<file path="config.mk">
export PLATFORM = sky130hd
export DESIGN_NAME = vip_video_stream_gen
export DESIGN_NICKNAME = d
export VERILOG_FILES = /design/src/rtl/vip_stream_pkg.sv /design/src/rtl/vip_pattern_lut.sv /design/src/rtl/vip_video_stream_gen.sv
export SDC_FILE = /design/constraint.sdc
export NUM_CORES = 1
export LEC_CHECK = 0
export CAP_MARGIN = 10
export CORE_ASPECT_RATIO = 0.9
export CORE_MARGIN = 2
export CORE_UTILIZATION = 27
export CTS_CLUSTER_SIZE = 14
export DETAILED_ROUTE_END_ITERATION = 10
export DONT_BUFFER_PORTS = 1
export GPL_ROUTABILITY_DRIVEN = 0
export HOLD_SLACK_MARGIN = 0.12
export PLACE_DENSITY = 0.48
export SETUP_SLACK_MARGIN = 0.2
export SYNTH_ARGS = -nofsm -noshare
export SYNTH_HDL_FRONTEND = slang
export SYNTH_SLANG_ARGS = --single-unit
export TNS_END_PERCENT = 30
</file>
<file path="constraint.sdc">
create_clock -name clk -period 2.4 [get_ports clk]
set_clock_uncertainty 0.05 [all_clocks]
set_input_delay 0.36 -clock clk [delete_from_list [all_inputs] [get_ports clk]]
set_output_delay 0.36 -clock clk [all_outputs]
set_load 0.1 [all_outputs]
</file>
<file path="src/rtl/vip_stream_pkg.sv">
// Shared types and constants for the VIP synthetic video stream generator.
package vip_stream_pkg;

    typedef enum logic [2:0] {
        S_IDLE,
        S_VS,
        S_VBP,
        S_ACT,
        S_VFP
    } state_t;

    localparam logic [1:0] PAT_HRAMP = 2'd0;
    localparam logic [1:0] PAT_VRAMP = 2'd1;
    localparam logic [1:0] PAT_CHECK = 2'd2;
    localparam logic [1:0] PAT_FLAT  = 2'd3;

    function automatic int max4(input int a, input int b, input int c, input int d);
        int m;
        m = a;
        if (b > m) m = b;
        if (c > m) m = c;
        if (d > m) m = d;
        return m;
    endfunction

endpackage

</file>
<file path="src/rtl/vip_pattern_lut.sv">
// Combinational test-pattern generator: pixel value from pattern code, position and frame count.
module vip_pattern_lut
    import vip_stream_pkg::*;
(
    input  logic [1:0] pattern,
    input  logic [7:0] x,
    input  logic [7:0] y,
    input  logic [7:0] frame_cnt,
    output logic [7:0] pix
);

    always_comb begin
        pix = 8'h00;
        case (pattern)
            PAT_HRAMP: pix = x;
            PAT_VRAMP: pix = y;
            PAT_CHECK: pix = (x[3] ^ y[3]) ? 8'hFF : 8'h00;
            PAT_FLAT:  pix = frame_cnt;
            default:   pix = 8'h00;
        endcase
    end

endmodule

</file>
<file path="src/rtl/vip_video_stream_gen.sv">
// Synthetic vsync/href/clken/Y frame source with programmable geometry and pixel rate.
module vip_video_stream_gen
    import vip_stream_pkg::*;
#(
    parameter int IMG_W     = 640,
    parameter int IMG_H     = 480,
    parameter int H_BLANK   = 160,
    parameter int VS_LINES  = 2,
    parameter int VBP_LINES = 33,
    parameter int VFP_LINES = 10,
    parameter int CLKEN_DIV = 1
) (
    input  logic       clk,
    input  logic       rst,
    input  logic       enable,
    input  logic [1:0] pattern_sel,
    output logic       per_frame_vsync,
    output logic       per_frame_href,
    output logic       per_frame_clken,
    output logic [7:0] per_img_y,
    output logic       frame_done,
    output logic [7:0] frame_cnt,
    output logic       busy
);

    localparam int     H_TOTAL     = IMG_W + H_BLANK;
    localparam int     LINE_MAX    = max4(VS_LINES, VBP_LINES, IMG_H, VFP_LINES);
    localparam int     HW          = $clog2(H_TOTAL);
    localparam int     LW          = $clog2(LINE_MAX);
    localparam int     DW          = (CLKEN_DIV > 1) ? $clog2(CLKEN_DIV) : 1;
    localparam state_t FIRST_STATE = (VS_LINES == 0) ? S_VBP : S_VS;

    state_t        state;
    state_t        state_nxt;
    logic [DW-1:0] div_cnt;
    logic [HW-1:0] h_cnt;
    logic [LW-1:0] line_cnt;
    logic [1:0]    pat_q;
    logic          tick;
    logic          line_end;
    logic          last_line;
    logic          state_done;
    logic          frame_end;
    logic          act_pix;
    logic [7:0]    pix;

    assign tick       = (div_cnt == DW'(CLKEN_DIV - 1));
    assign line_end   = tick && (h_cnt == HW'(H_TOTAL - 1));
    assign state_done = line_end && last_line;
    assign act_pix    = (state == S_ACT) && (h_cnt < HW'(IMG_W));

    // Each timing phase lasts a whole number of lines; leave it on the last line's wrap tick.
    always_comb begin
        state_nxt = state;
        last_line = 1'b0;
        frame_end = 1'b0;
        case (state)
            S_IDLE: begin
                if (enable) state_nxt = FIRST_STATE;
            end
            S_VS: begin
                last_line = (line_cnt == LW'(VS_LINES - 1));
                if (state_done) state_nxt = S_VBP;
            end
            S_VBP: begin
                last_line = (line_cnt == LW'(VBP_LINES - 1));
                if (state_done) state_nxt = S_ACT;
            end
            S_ACT: begin
                last_line = (line_cnt == LW'(IMG_H - 1));
                if (state_done) state_nxt = S_VFP;
            end
            S_VFP: begin
                last_line = (line_cnt == LW'(VFP_LINES - 1));
                if (state_done) begin
                    frame_end = 1'b1;
                    state_nxt = enable ? FIRST_STATE : S_IDLE;
                end
            end
            default: state_nxt = S_IDLE;
        endcase
    end

    always_ff @(posedge clk) begin
        if (rst) begin
            state    <= S_IDLE;
            div_cnt  <= '0;
            h_cnt    <= '0;
            line_cnt <= '0;
            pat_q    <= '0;
        end else begin
            state <= state_nxt;
            if (state == S_IDLE) begin
                div_cnt  <= '0;
                h_cnt    <= '0;
                line_cnt <= '0;
                if (enable) pat_q <= pattern_sel;
            end else begin
                div_cnt <= tick ? '0 : div_cnt + 1'b1;
                if (tick) h_cnt <= line_end ? '0 : h_cnt + 1'b1;
                if (line_end) line_cnt <= last_line ? '0 : line_cnt + 1'b1;
            end
        end
    end

    vip_pattern_lut u_lut (
        .pattern   (pat_q),
        .x         (8'(h_cnt)),
        .y         (8'(line_cnt)),
        .frame_cnt (frame_cnt),
        .pix       (pix)
    );

    // Outputs trail the state/counters by one clock; Y only moves on an active pixel strobe.
    always_ff @(posedge clk) begin
        if (rst) begin
            per_frame_vsync <= 1'b0;
            per_frame_href  <= 1'b0;
            per_frame_clken <= 1'b0;
            per_img_y       <= 8'h00;
            frame_done      <= 1'b0;
            frame_cnt       <= 8'h00;
            busy            <= 1'b0;
        end else begin
            per_frame_vsync <= (state == S_VS);
            per_frame_href  <= act_pix;
            per_frame_clken <= act_pix && tick;
            if (act_pix && tick) per_img_y <= pix;
            frame_done      <= frame_end;
            if (frame_end) frame_cnt <= frame_cnt + 8'd1;
            busy            <= (state != S_IDLE);
        end
    end

endmodule

</file>
==> results of run 1 <==
==> per-stage QoR <==
stage                     hold WS, ns  instance area [um2]
after detailed placement        0.385                 2690
after global placement          0.383                 2690
after global routing           0.0573                 3060
final                          0.0722                 3060
after CTS                      0.0609                 2910
after floorplan                 0.413                 2360
==> per-layer routing <==
layer  wire length, um  vias to the layer above  GRT usage, %
met5                 0                        -             0
met4                48                        0          3.00
met3               230                        2          3.17
met2              2660                       22          19.2
met1              2950                      946          19.0
li1                  -                      987             -
==> cell usage after synthesis, types with 6 or more instances <==
master	number	area, um2
sky130_fd_sc_hd__a21oi_1	11	55.1
sky130_fd_sc_hd__dfxtp_1	46	921
sky130_fd_sc_hd__inv_1	6	22.5
sky130_fd_sc_hd__mux2i_1	13	130
sky130_fd_sc_hd__mux4_2	7	158
sky130_fd_sc_hd__nand2_1	23	86.3
sky130_fd_sc_hd__nand3_1	7	35.0
sky130_fd_sc_hd__nor2_1	37	139
sky130_fd_sc_hd__nor3_1	16	80.1
sky130_fd_sc_hd__xnor2_1	11	96.3
sky130_fd_sc_hd__xor2_1	11	96.3
==> final cells by class <==
class                      count  area (um2)
timing repair buffer          50         412
fill                         900        5460
multi-input combinational    192        1440
clock inverter                 3        40.0
clock buffer                   5        68.8
sequential                    46         937
inverter                       6        22.5
tap                          119         149
==> cells by family after synthesis <==
kind of cell | share of synthesized area [%]
compound gates | 6.98
xor+xnor | 8.15
fa+ha+maj | 1.59
buf+inv | 4.55
flops | 38.9
mux | 12.2
other cells | 0.159
simple gates | 27.5
==> registers in the layout, indices dropped and copies added (netlist names) <==
signal and cells:
pat_q 2, h_cnt 10, per_frame_vsync 1, state 3
frame_done 1, per_img_y 8, div_cnt 1, frame_cnt 8
line_cnt 9, busy 1, per_frame_href 1, per_frame_clken 1
==> power groups by stage <==
| stage | registers [uW] | logic [uW] | clock network, uW |
|---|---|---|---|
| 2_1_floorplan | 811 | 74.4 | 0 |
| 3_3_place_gp | 805 | 87.5 | 0 |
| 3_5_place_dp | 805 | 87.8 | 0 |
| 4_1_cts | 787 | 94.4 | 599 |
| 5_1_grt | 789 | 112 | 622 |
| 6_report | 785 | 103 | 570 |
==> timing repair <==
action | 4_1_cts | 5_1_grt
endpoints found under the setup margin | 5 | 22
buffers inserted | 1 | 4
hold buffers | 9 | 1
endpoints found under the hold margin | 23 | 14
pin swaps | 0 | 3
gates resized for setup | 2 | 29
==> worst paths after layout <==
kind / end / slack, ns / from / depth (start not counted)
min reg2reg: h_cnt[1]$_SDFFE_PP0N_ / 0.44 / h_cnt[1]$_SDFFE_PP0N_ / 2
min: state[1]$_SDFFE_PP0P_ / 0.07 / rst / 1
max: frame_cnt[5]$_SDFFE_PP0P_ / 0.23 / h_cnt[0]$_SDFFE_PP0N_ / 7
max reg2reg: frame_cnt[5]$_SDFFE_PP0P_ / 0.23 / h_cnt[0]$_SDFFE_PP0N_ / 7
==> worst register-to-register path: cells and delay by family (launching register included) <==
kind,cells,cell delay (ns)
flops,1,0.39
simple gates,4,1.12
xor+xnor,1,0.15
compound gates,1,0.20
fa+ha+maj,1,0.20
==> Implementation_results.wiki, run 1 <==
{| class="wikitable"
! Metric !! Value
|-
| Relative area change from synthesis to final layout || 29.6%
|-
| Post-synthesis cell area || 2360 um2
|-
| Maximum number of pins on one net before global-route repair || 31
|-
| Setup Viol. Count Final || 0
|-
| Number of top-level pins || 26
|-
| Switching power of the nets || 339 uW
|-
| Final critical delay including setup and external delays || 2.17 ns
|-
| Clock latency reported for the late side of the worst-skew pair || 0.29 ns
|-
| Max Cap Violations || 0
|-
| Sinks on the clock net || 46
|-
| Data arrival time of the critical path || 2.36 ns
|-
| Overall die area || 9520 um2
|-
| Antenna violations before repair || 0
|-
| Number of DRC markers after the initial detailed-route iteration || 82
|-
| N_diodes || 0
|-
| Number of non-filler instances in the completed layout || 421
|-
| Wirelength, routed || 5890 um
|-
| IO buf count || 0
|-
| Count of different cell masters after synthesis || 50
|-
| Max transition margin || 66.2%
|-
| Worst-path fanout max || 8
|-
| Element type at the critical path start || register
|-
| Die X-Extent || 103 um
|-
| Static power due to leakage || 0.00109 uW
|-
| Switch share || 23.3%
|-
| Total DRC errors in the routed layout || 0
|-
| Share of the clock period used by the worst path || 90.6%
|-
| H-tree level count || 2
|-
| Number of global-route vias before repair || 1843
|-
| Highest Clock Rate || 0.460 GHz
|-
| Final Power || 1460 uW
|-
| Global-route usage over all layers || 13.0%
|-
| Routed wire per std cell || 14.0 um
|-
| Vias || 1957
|-
| Flip-flop cell with the highest count after synthesis || sky130_fd_sc_hd__dfxtp_1
|-
| Delay of the slowest cell on the worst path || 0.52 ns
|-
| Global-route congestion overflow total || 0
|-
| Area inside the core boundary || 8530 um2
|-
| CTS tree || done
|-
| Total buffers and inverters traversed by the critical path || 0
|-
| Worst supply voltage drop on vdd || 0.000335 V
|-
| Synthesis Warnings || 0
|-
| Global-route wire length before repair || 9560 um
|-
| Total clock buffers created by CTS || 5
|-
| Accumulated negative setup slack || 0 ns
|-
| Final count of pins violating max slew || 0
|-
| Setup repair after global routing missed its margin || true
|-
| Endpoint type of the worst setup path || register
|-
| Commonest non-fill, non-tap cell in the layout || sky130_fd_sc_hd__dfxtp_1
|-
| CP top delay family || simple AND/OR/NAND/NOR gates
|-
| Commonest non-fill, non-tap cells in the layout || sky130_fd_sc_hd__dfxtp_1, sky130_fd_sc_hd__buf_4, sky130_fd_sc_hd__nor2_1
|-
| Clk buf depth || 2
|-
| Placed wire-length estimate after detailed placement || 4130 um
|-
| Vias per inst || 4.65
|-
| Root Buffer || sky130_fd_sc_hd__clkbuf_8
|-
| Number of hold-slack violations in the final timing report || 0
|-
| Avg Synthesized Cell Area || 9.17 um2
|-
| Layout cells sized above 1 || 28.1%
|-
| Count of flip-flops with a built-in enable after synthesis || 0
|-
| Internal power consumption || 1120 uW
|-
| Utilization of the core after routing || 35.9%
|-
| Result of the run || finished clean
|-
| Areal power density over the cells || 476 nW/um2
|-
| Slowest cell on crit path || sky130_fd_sc_hd__or4_1
|-
| Total placed cells including tap cells || 398
|-
| Async set-reset flop share out of synthesis || 0%
|-
| Height of the chip || 92.8 um
|-
| Slack of the critical path || 0.225 ns
|-
| Nets || 309
|-
| Number of instances in the synthesized netlist || 258
|-
| Clock network fraction of design power || 39.1%
|-
| Critical setup path kind || reg -> reg
|-
| Part of the power in registers || 53.9%
|-
| List of cells traversed by the critical path || ha_1, and4b_1, and4_2, o2111ai_4, or4_1, xor2_1, nor2_1
|-
| Portion of the post-synthesis area used by sequential elements || 38.9%
|-
| Placement row count || 32
|-
| Transition at the pin with the smallest max-transition slack || 0.506 ns
|-
| Starting Density || 27.7%
|-
| Post-placement worst setup slack || 0.172 ns
|-
| Synth Net Count || 266
|-
| Detailed-router iteration count before antenna repair || 4
|-
| Comb pwr share || 7.1%
|-
| Antenna Violating Nets Remaining || 0
|-
| Hold Crit Class || in -> reg
|-
| Clock input transition at the sequential cells of the worst setup and hold paths || 0.09 ns
|-
| Required time at the worst-slack endpoint || 2.59 ns
|-
| Synth Register Bits || 46
|}
Power figures use the tool's default switching activity.
==> run 2: changes to the inputs <==
BUFFER_PORTS_ARGS = -buffer_cell sky130_fd_sc_hd__buf_2   (was unset)
CAP_MARGIN = unset   (was 10)
DONT_BUFFER_PORTS = unset   (was 1)
PLACE_DENSITY = 0.52   (was 0.48)
clock period = 1.97 ns   (was 2.4 ns; I/O delays follow)
==> run 2 against run 1 <==
Net effect:
- the flow now finishes with violations (setup timing)
- design area up 8.7%
- final cell count up 5.2%
- power rose by 19%
- count of clock-buffer cells in the layout grew 2
- hold slack better by 0.10 ns
- setup slack worse by 0.36 ns
- sequential power rose by 21%
- combinational power rose by 78%
- die area stayed put
- register-to-register slack got worse by 0.36 ns
- global-route usage increased by 0.91 points
==> Implementation_results.wiki, run 2 (same netlist as run 1, synthesis figures left out) <==
{| class="wikitable"
! Metric !! Value
|-
| Antenna violations before repair || 0
|-
| Element type at the critical path start || register
|-
| Delay of the slowest cell on the worst path || 0.45 ns
|-
| Maximum number of pins on one net before global-route repair || 30
|-
| Global-route congestion overflow total || 0
|-
| Number of inserted filler cells in the final layout || 870
|-
| Sinks on the clock net || 46
|-
| Post-route met1 wirelength || 3080 um
|-
| Global-route wire length before repair || 10300 um
|-
| Root Buffer || sky130_fd_sc_hd__clkbuf_8
|-
| Overall die area || 9520 um2
|-
| IO buf count || 25
|-
| Vias || 2020
|-
| Placement row count || 32
|-
| Antenna Violating Nets Remaining || 0
|-
| Clk buf depth || 2
|-
| Worst-case reg-to-reg path depth || 7
|-
| N_diodes || 0
|-
| Required time at the worst-slack endpoint || 2.11 ns
|-
| Critical setup path kind || reg -> reg
|-
| Static power due to leakage || 0.00124 uW
|-
| Setup Viol. Count Final || 6
|-
| Cell depth of the worst hold path || 3
|-
| Register-to-register setup slack || -0.14 ns
|-
| Number of top-level pins || 26
|-
| Nets || 331
|-
| Layout cells sized above 1 || 44.8%
|-
| Capture endpoint of the worst hold path || pat_q[1]$_SDFFE_PP0P_
|-
| Slowest cell on crit path || sky130_fd_sc_hd__or4_4
|-
| Number of DRC markers after the initial detailed-route iteration || 90
|-
| Die X-Extent || 103 um
|-
| Worst-case hold slack || 0.175 ns
|-
| Registers with the most flip-flops || h_cnt (10), line_cnt (9)
|-
| Clock input transition at the sequential cells of the worst setup and hold paths || 0.09 ns
|-
| Detailed-router iteration count before antenna repair || 4
|-
| Highest Clock Rate || 0.475 GHz
|-
| List of cells traversed by the critical path || buf_6, nor3b_4, mux2i_2, o2111ai_4, or4_4, xor2_1, nor2_1
|-
| Area inside the core boundary || 8530 um2
|-
| Placed inst area || 2930 um2
|-
| Data arrival time of the critical path || 2.24 ns
|-
| Height of the chip || 92.8 um
|-
| Number of hold buffers added after cts || 0
|-
| CP top delay family || simple AND/OR/NAND/NOR gates
|-
| Total clock buffers created by CTS || 5
|-
| Clock latency reported for the late side of the worst-skew pair || 0.30 ns
|-
| Commonest non-fill, non-tap cells in the layout || sky130_fd_sc_hd__buf_4, sky130_fd_sc_hd__nor2_1, sky130_fd_sc_hd__dfxtp_1
|-
| Areal power density over the cells || 521 nW/um2
|-
| Final Power || 1740 uW
|-
| Max Cap Violations || 0
|-
| Largest register FFs || 10
|-
| Accumulated negative setup slack || -0.463 ns
|-
| Commonest non-fill, non-tap cell in the layout || sky130_fd_sc_hd__buf_4
|-
| R2r endpoint || frame_cnt[5]$_SDFFE_PP0P_
|-
| Vias per inst || 4.56
|-
| Total buffers and inverters traversed by the critical path || 1
|-
| Register with the highest flop count || h_cnt
|-
| Final count of pins violating max slew || 0
|-
| Slack of the critical path || -0.136 ns
|-
| Wirelength, routed || 6220 um
|-
| Endpoint type of the worst setup path || register
|-
| Placed wire-length estimate after detailed placement || 4540 um
|-
| Failing checks || setup timing
|-
| Post-placement worst setup slack || -0.159 ns
|-
| Metal3 WL || 172 um
|-
| Total DRC errors in the routed layout || 0
|-
| Highest metal used || met4
|-
| Routed wire per std cell || 14.0 um
|-
| Relative area change from synthesis to final layout || 40.9%
|-
| Starting Density || 27.7%
|-
| Number of hold-slack violations in the final timing report || 0
|-
| Result of the run || complete, but fails checks
|-
| Hold Crit Class || in -> reg
|-
| Worst-path fanout max || 5
|-
| Global-route usage over all layers || 13.9%
|-
| Fin area || 3330 um2
|-
| Worst supply voltage drop on vdd || 0.000310 V
|-
| Worst reg2reg startpoint || state[0]$_SDFFE_PP0P_
|-
| Share of the clock period used by the worst path || 107%
|-
| HP Start || pattern_sel[1]
|-
| H-tree level count || 2
|-
| Number of global-route vias before repair || 2048
|-
| Setup repair after global routing missed its margin || true
|-
| Final critical delay including setup and external delays || 2.11 ns
|-
| Length of routed met2 wiring || 2880 um
|-
| CTS tree || done
|}
[run 2: tightest hold or removal path, cell delays in order]
cell	delay, ns
sky130_fd_sc_hd__buf_2	0.09
sky130_fd_sc_hd__nand2_1	0.05
sky130_fd_sc_hd__a21oi_1	0.05
[run 2: worst max-delay path by stage]
stage                        startpoint                         to  slack (ns)  cells after the start
6_report          state[0]$_SDFFE_PP0P_  frame_cnt[5]$_SDFFE_PP0P_       -0.14                      7
3_5_place_dp   line_cnt[7]$_SDFFE_PP0P_  frame_cnt[5]$_SDFFE_PP0P_       -0.16                      6
4_1_cts        line_cnt[2]$_SDFFE_PP0P_  frame_cnt[5]$_SDFFE_PP0P_       -0.06                      6
5_1_grt           state[0]$_SDFFE_PP0P_  frame_cnt[5]$_SDFFE_PP0P_       -0.22                      7
2_1_floorplan     state[0]$_SDFFE_PP0P_  frame_cnt[5]$_SDFFE_PP0P_     -0.0003                      7
3_3_place_gp      state[0]$_SDFFE_PP0P_  frame_cnt[5]$_SDFFE_PP0P_       -0.12                      7
[run 2: where the power goes]
group / switching, uW / total [uW] / internal (uW) / leakage [uW]
Sequential: 9.88 / 947 / 937 / 0.000379
Clock: 324 / 607 / 284 / 0.0000482
Combinational: 111 / 183 / 72.0 / 0.000814
[run 2: metal layers]
metal | GRT usage [%] | vias to the layer above
met1 | 19.0 | 957
met5 | 0 | -
met3 | 2.64 | 8
li1 | - | 1029
met2 | 22.1 | 26
met4 | 4.22 | 0
[run 2: metrics by stage]
stage / cells / utilization (%)
5_1_grt: 443 / 39.1
3_5_place_dp: 429 / 34.4
4_1_cts: 441 / 36.7
6_report: 443 / 39.1
3_3_place_gp: 429 / 34.4
2_1_floorplan: 258 / -
[run 2: what timing repair did]
action | in CTS | in global routing
buffers inserted | 4 | 2
gates resized for setup | 17 | 40
pin swaps | 10 | 19
cloned | 0 | 0
setup endpoints to repair | 26 | 35
[run 2: final cells by class]
| type | instances | area (um2) | share of cell area, % |
|---|---|---|---|
| Sequential cell | 46 | 945 | 28.4 |
| Tap cell | 119 | 149 | 4.47 |
| Inverter | 6 | 22.5 | 0.676 |
| Multi-Input combinational cell | 192 | 1610 | 48.4 |
| Timing Repair Buffer | 72 | 512 | 15.4 |
| Clock inverter | 1 | 5.00 | 0.150 |
| Clock buffer | 7 | 86.3 | 2.59 |
==> run 3: changes to the inputs <==
ABC_AREA = 1   (was unset)
==> run 3 against run 2 <==
Net effect:
- the run now ends clean
- setup slack better by 0.39 ns
- combinational power increased to 4.9 times the previous value
- clock power is 3% lower
- flip-flop and latch count unchanged
- non-clock buffer count is 31 lower
- maximum frequency grew 23%
- largest cell class unchanged
==> Implementation_results.wiki, run 3 <==
{| class="wikitable"
! Metric !! Value
|-
| Post-Synth Adder-Cell Area || 1.56%
|-
| Post-synthesis cell area || 2400 um2
|-
| H-tree level count || 2
|-
| Required time at the worst-slack endpoint || 2.12 ns
|-
| Result of the run || finished clean
|-
| Post-synthesis simple-gate area fraction || 33.5%
|-
| Crit path launch || state[2]$_SDFFE_PP0P_
|-
| Cell depth of the worst hold path || 2
|-
| Largest register FFs || 10
|-
| Relative area change from synthesis to final layout || 22.8%
|-
| Final count of pins violating max slew || 0
|-
| Starting Density || 27.9%
|-
| Detailed-router iteration count before antenna repair || 4
|-
| Clk buf depth || 2
|-
| Total placed cells including tap cells || 499
|-
| Accumulated negative setup slack || 0 ns
|-
| N_diodes || 0
|-
| Most frequent cell on the critical path || sky130_fd_sc_hd__nand2_1
|-
| Layout cells sized above 1 || 23.3%
|-
| Count of different cell masters after synthesis || 32
|-
| Slowest cell on crit path || sky130_fd_sc_hd__dfxtp_4
|-
| Total buffers and inverters traversed by the critical path || 2
|-
| Critical path endpoint || line_cnt[2]$_SDFFE_PP0P_
|-
| Count leader, synth || sky130_fd_sc_hd__nand2_1
|-
| Antenna violations before repair || 0
|-
| Placed wire-length estimate after detailed placement || 4800 um
|-
| Setup Viol. Count Final || 0
|-
| Final critical delay including setup and external delays || 1.72 ns
|-
| Maximum number of pins on one net before global-route repair || 19
|-
| Hold Crit Class || in -> reg
|-
| Critical setup path kind || reg -> reg
|-
| Worst-case reg-to-reg path depth || 10
|-
| Static power due to leakage || 0.00124 uW
|-
| Flip-flop cell with the highest count after synthesis || sky130_fd_sc_hd__dfxtp_1
|-
| Number of hold buffers added after cts || 0
|-
| Delay of the slowest cell on the worst path || 0.39 ns
|-
| Number of inserted filler cells in the final layout || 936
|-
| Number of hold-slack violations in the final timing report || 0
|-
| Clock latency reported for the late side of the worst-skew pair || 0.30 ns
|-
| Synthesis Warnings || 0
|-
| Endpoint type of the worst setup path || register
|-
| Total DRC errors in the routed layout || 0
|-
| Worst reg2reg startpoint || state[2]$_SDFFE_PP0P_
|-
| Vias per inst || 4.61
|-
| Async set-reset flop share out of synthesis || 0%
|-
| Clock input transition at the sequential cells of the worst setup and hold paths || 0.09 ns
|-
| CTS tree || done
|-
| Post-synth top area cell || sky130_fd_sc_hd__dfxtp_1
|-
| Number of non-filler instances in the completed layout || 510
|-
| Worst supply voltage drop on vdd || 0.000346 V
|-
| IO buf count || 25
|-
| Placement row count || 32
|-
| Portion of the post-synthesis area used by sequential elements || 38.3%
|-
| Element type at the critical path start || register
|-
| R2r endpoint || line_cnt[2]$_SDFFE_PP0P_
|-
| Global-route wire length before repair || 10700 um
|-
| Number of instances in the synthesized netlist || 348
|-
| Commonest non-fill, non-tap cell in the layout || sky130_fd_sc_hd__nand2_1
|-
| Number of global-route vias before repair || 2154
|-
| Logic depth of the worst path, buffers included || 10
|-
| Highest Clock Rate || 0.582 GHz
|-
| Share of the clock period used by the worst path || 87.3%
|-
| Overall die area || 9670 um2
|-
| Mux contribution to synthesized area || 1.25%
|-
| Die X-Extent || 103 um
|-
| Antenna Violating Nets Remaining || 0
|-
| Total clock buffers created by CTS || 5
|-
| Sinks on the clock net || 46
|-
| Avg Synthesized Cell Area || 6.91 um2
|-
| Registers with the most flip-flops || h_cnt (10), line_cnt (9)
|-
| Nets || 398
|-
| Data arrival time of the critical path || 1.87 ns
|-
| Xor and xnor fraction of the mapped netlist area || 4.74%
|-
| Worst-path fanout max || 7
|-
| Setup repair after global routing missed its margin || true
|-
| Synth top area cells || sky130_fd_sc_hd__dfxtp_1, sky130_fd_sc_hd__nand2_1, sky130_fd_sc_hd__nor2_1
|-
| Register with the highest flop count || h_cnt
|-
| Global-route usage over all layers || 14.0%
|-
| Commonest non-fill, non-tap cells in the layout || sky130_fd_sc_hd__nand2_1, sky130_fd_sc_hd__nor2_1, sky130_fd_sc_hd__inv_1
|-
| Vias || 2350
|-
| Combinational family with the most area after synthesis || simple AND/OR/NAND/NOR gates
|-
| List of cells traversed by the critical path || inv_2, nand3_2, nand2_1, nand2_1, inv_1, nand4_1, nor2_4, nand2_1, nand2_1, nor2_1
|-
| Max Cap Violations || 0
|-
| Wirelength, routed || 6440 um
|-
| Count of flip-flops with a built-in enable after synthesis || 0
|-
| Yosys top cell area share || 38.3%
|-
| Number of top-level pins || 26
|-
| Routed wire per std cell || 12.6 um
|-
| Synth Net Count || 356
|-
| Areal power density over the cells || 870 nW/um2
|-
| Number of DRC markers after the initial detailed-route iteration || 165
|-
| Compound-Gate Fraction of Synth Area || 12.2%
|-
| Height of the chip || 93.5 um
|-
| CP top delay family || simple AND/OR/NAND/NOR gates
|-
| Area inside the core boundary || 8610 um2
|-
| Global-route congestion overflow total || 0
|-
| Register-to-register setup slack || 0.25 ns
|-
| Root Buffer || sky130_fd_sc_hd__clkbuf_8
|-
| Cell types with the highest counts after synthesis || sky130_fd_sc_hd__nand2_1, sky130_fd_sc_hd__dfxtp_1, sky130_fd_sc_hd__nor2_1
|-
| Synth Register Bits || 46
|}
[run 3: changes by cell type after synthesis, sizes merged, moves of 12 or more]
cell,change
inv,+35
nand2,+65
nand3,+17
nor2,+12
nor3,-13
o21ai,+15
[run 3: cell type report]
type | count | area (um2) | share of cell area (%)
clock buffer | 5 | 68.8 | 2.33
tap | 119 | 149 | 5.04
inverter | 43 | 161 | 5.47
clock inverter | 3 | 21.3 | 0.721
multi-input combinational | 253 | 1360 | 46.0
sequential | 46 | 947 | 32.1
timing repair buffer | 41 | 245 | 8.31
[run 3: kinds of logic (layout without fill, tap and decap cells)]
group           after synthesis  in the layout
fa+ha+maj                     3              3
buf+inv                      49             92
other cells                   1              1
mux                           3              3
compound gates               51             51
simple gates                182            182
flops                        46             46
xor+xnor                     13             13
[run 3: through the flow]
| stage | util [%] | hold WS [ns] | area [um2] | setup slack (ns) | power, uW |
|---|---|---|---|---|---|
| 2_1_floorplan | - | 0.383 | 2410 | 0.207 | 1710 |
| 3_3_place_gp | 31.9 | 0.425 | 2740 | 0.156 | 1880 |
| 3_5_place_dp | 31.9 | 0.430 | 2740 | 0.124 | 1880 |
| 4_1_cts | 33.0 | 0.145 | 2840 | 0.211 | 2480 |
| 5_1_grt | 34.3 | 0.151 | 2950 | 0.128 | 2750 |
| 6_report | 34.3 | 0.147 | 2950 | 0.251 | 2570 |
[run 3: worst reg2reg max path: cells and delay by family, from the launching register on]
family / cells / cell delay (ns)
simple gates: 8 / 1.04
flops: 1 / 0.39
buf+inv: 2 / 0.14
[run 3: how the worst min path moves through the flow]
| stage | startpoint | to |
|---|---|---|
| after floorplan | rst | busy$_SDFF_PP0_ |
| after global placement | frame_cnt[7]$_SDFFE_PP0P_ | frame_cnt[7]$_SDFFE_PP0P_ |
| after detailed placement | frame_cnt[7]$_SDFFE_PP0P_ | frame_cnt[7]$_SDFFE_PP0P_ |
| after CTS | rst | per_frame_vsync$_SDFF_PP0_ |
| after global routing | rst | per_frame_vsync$_SDFF_PP0_ |
| final | rst | per_frame_vsync$_SDFF_PP0_ |
[run 3: metal layers]
layer	up-vias	part of all wire, %	global-route usage (%)
met5	-	0	0
met4	0	0.62	2.74
met3	5	4.8	2.91
met2	41	43	20.5
met1	1080	51	20.9
li1	1224	-	-
[run 3: timing repair]
item,4_1_cts,5_1_grt
buffers inserted,0,3
pin swaps,0,5
resized for setup,3,29
setup endpoints to repair,17,23
[run 3: where the power goes]
group	internal, uW	switching (uW)
Clock	250	341
Combinational	250	648
Sequential	1000	76.1
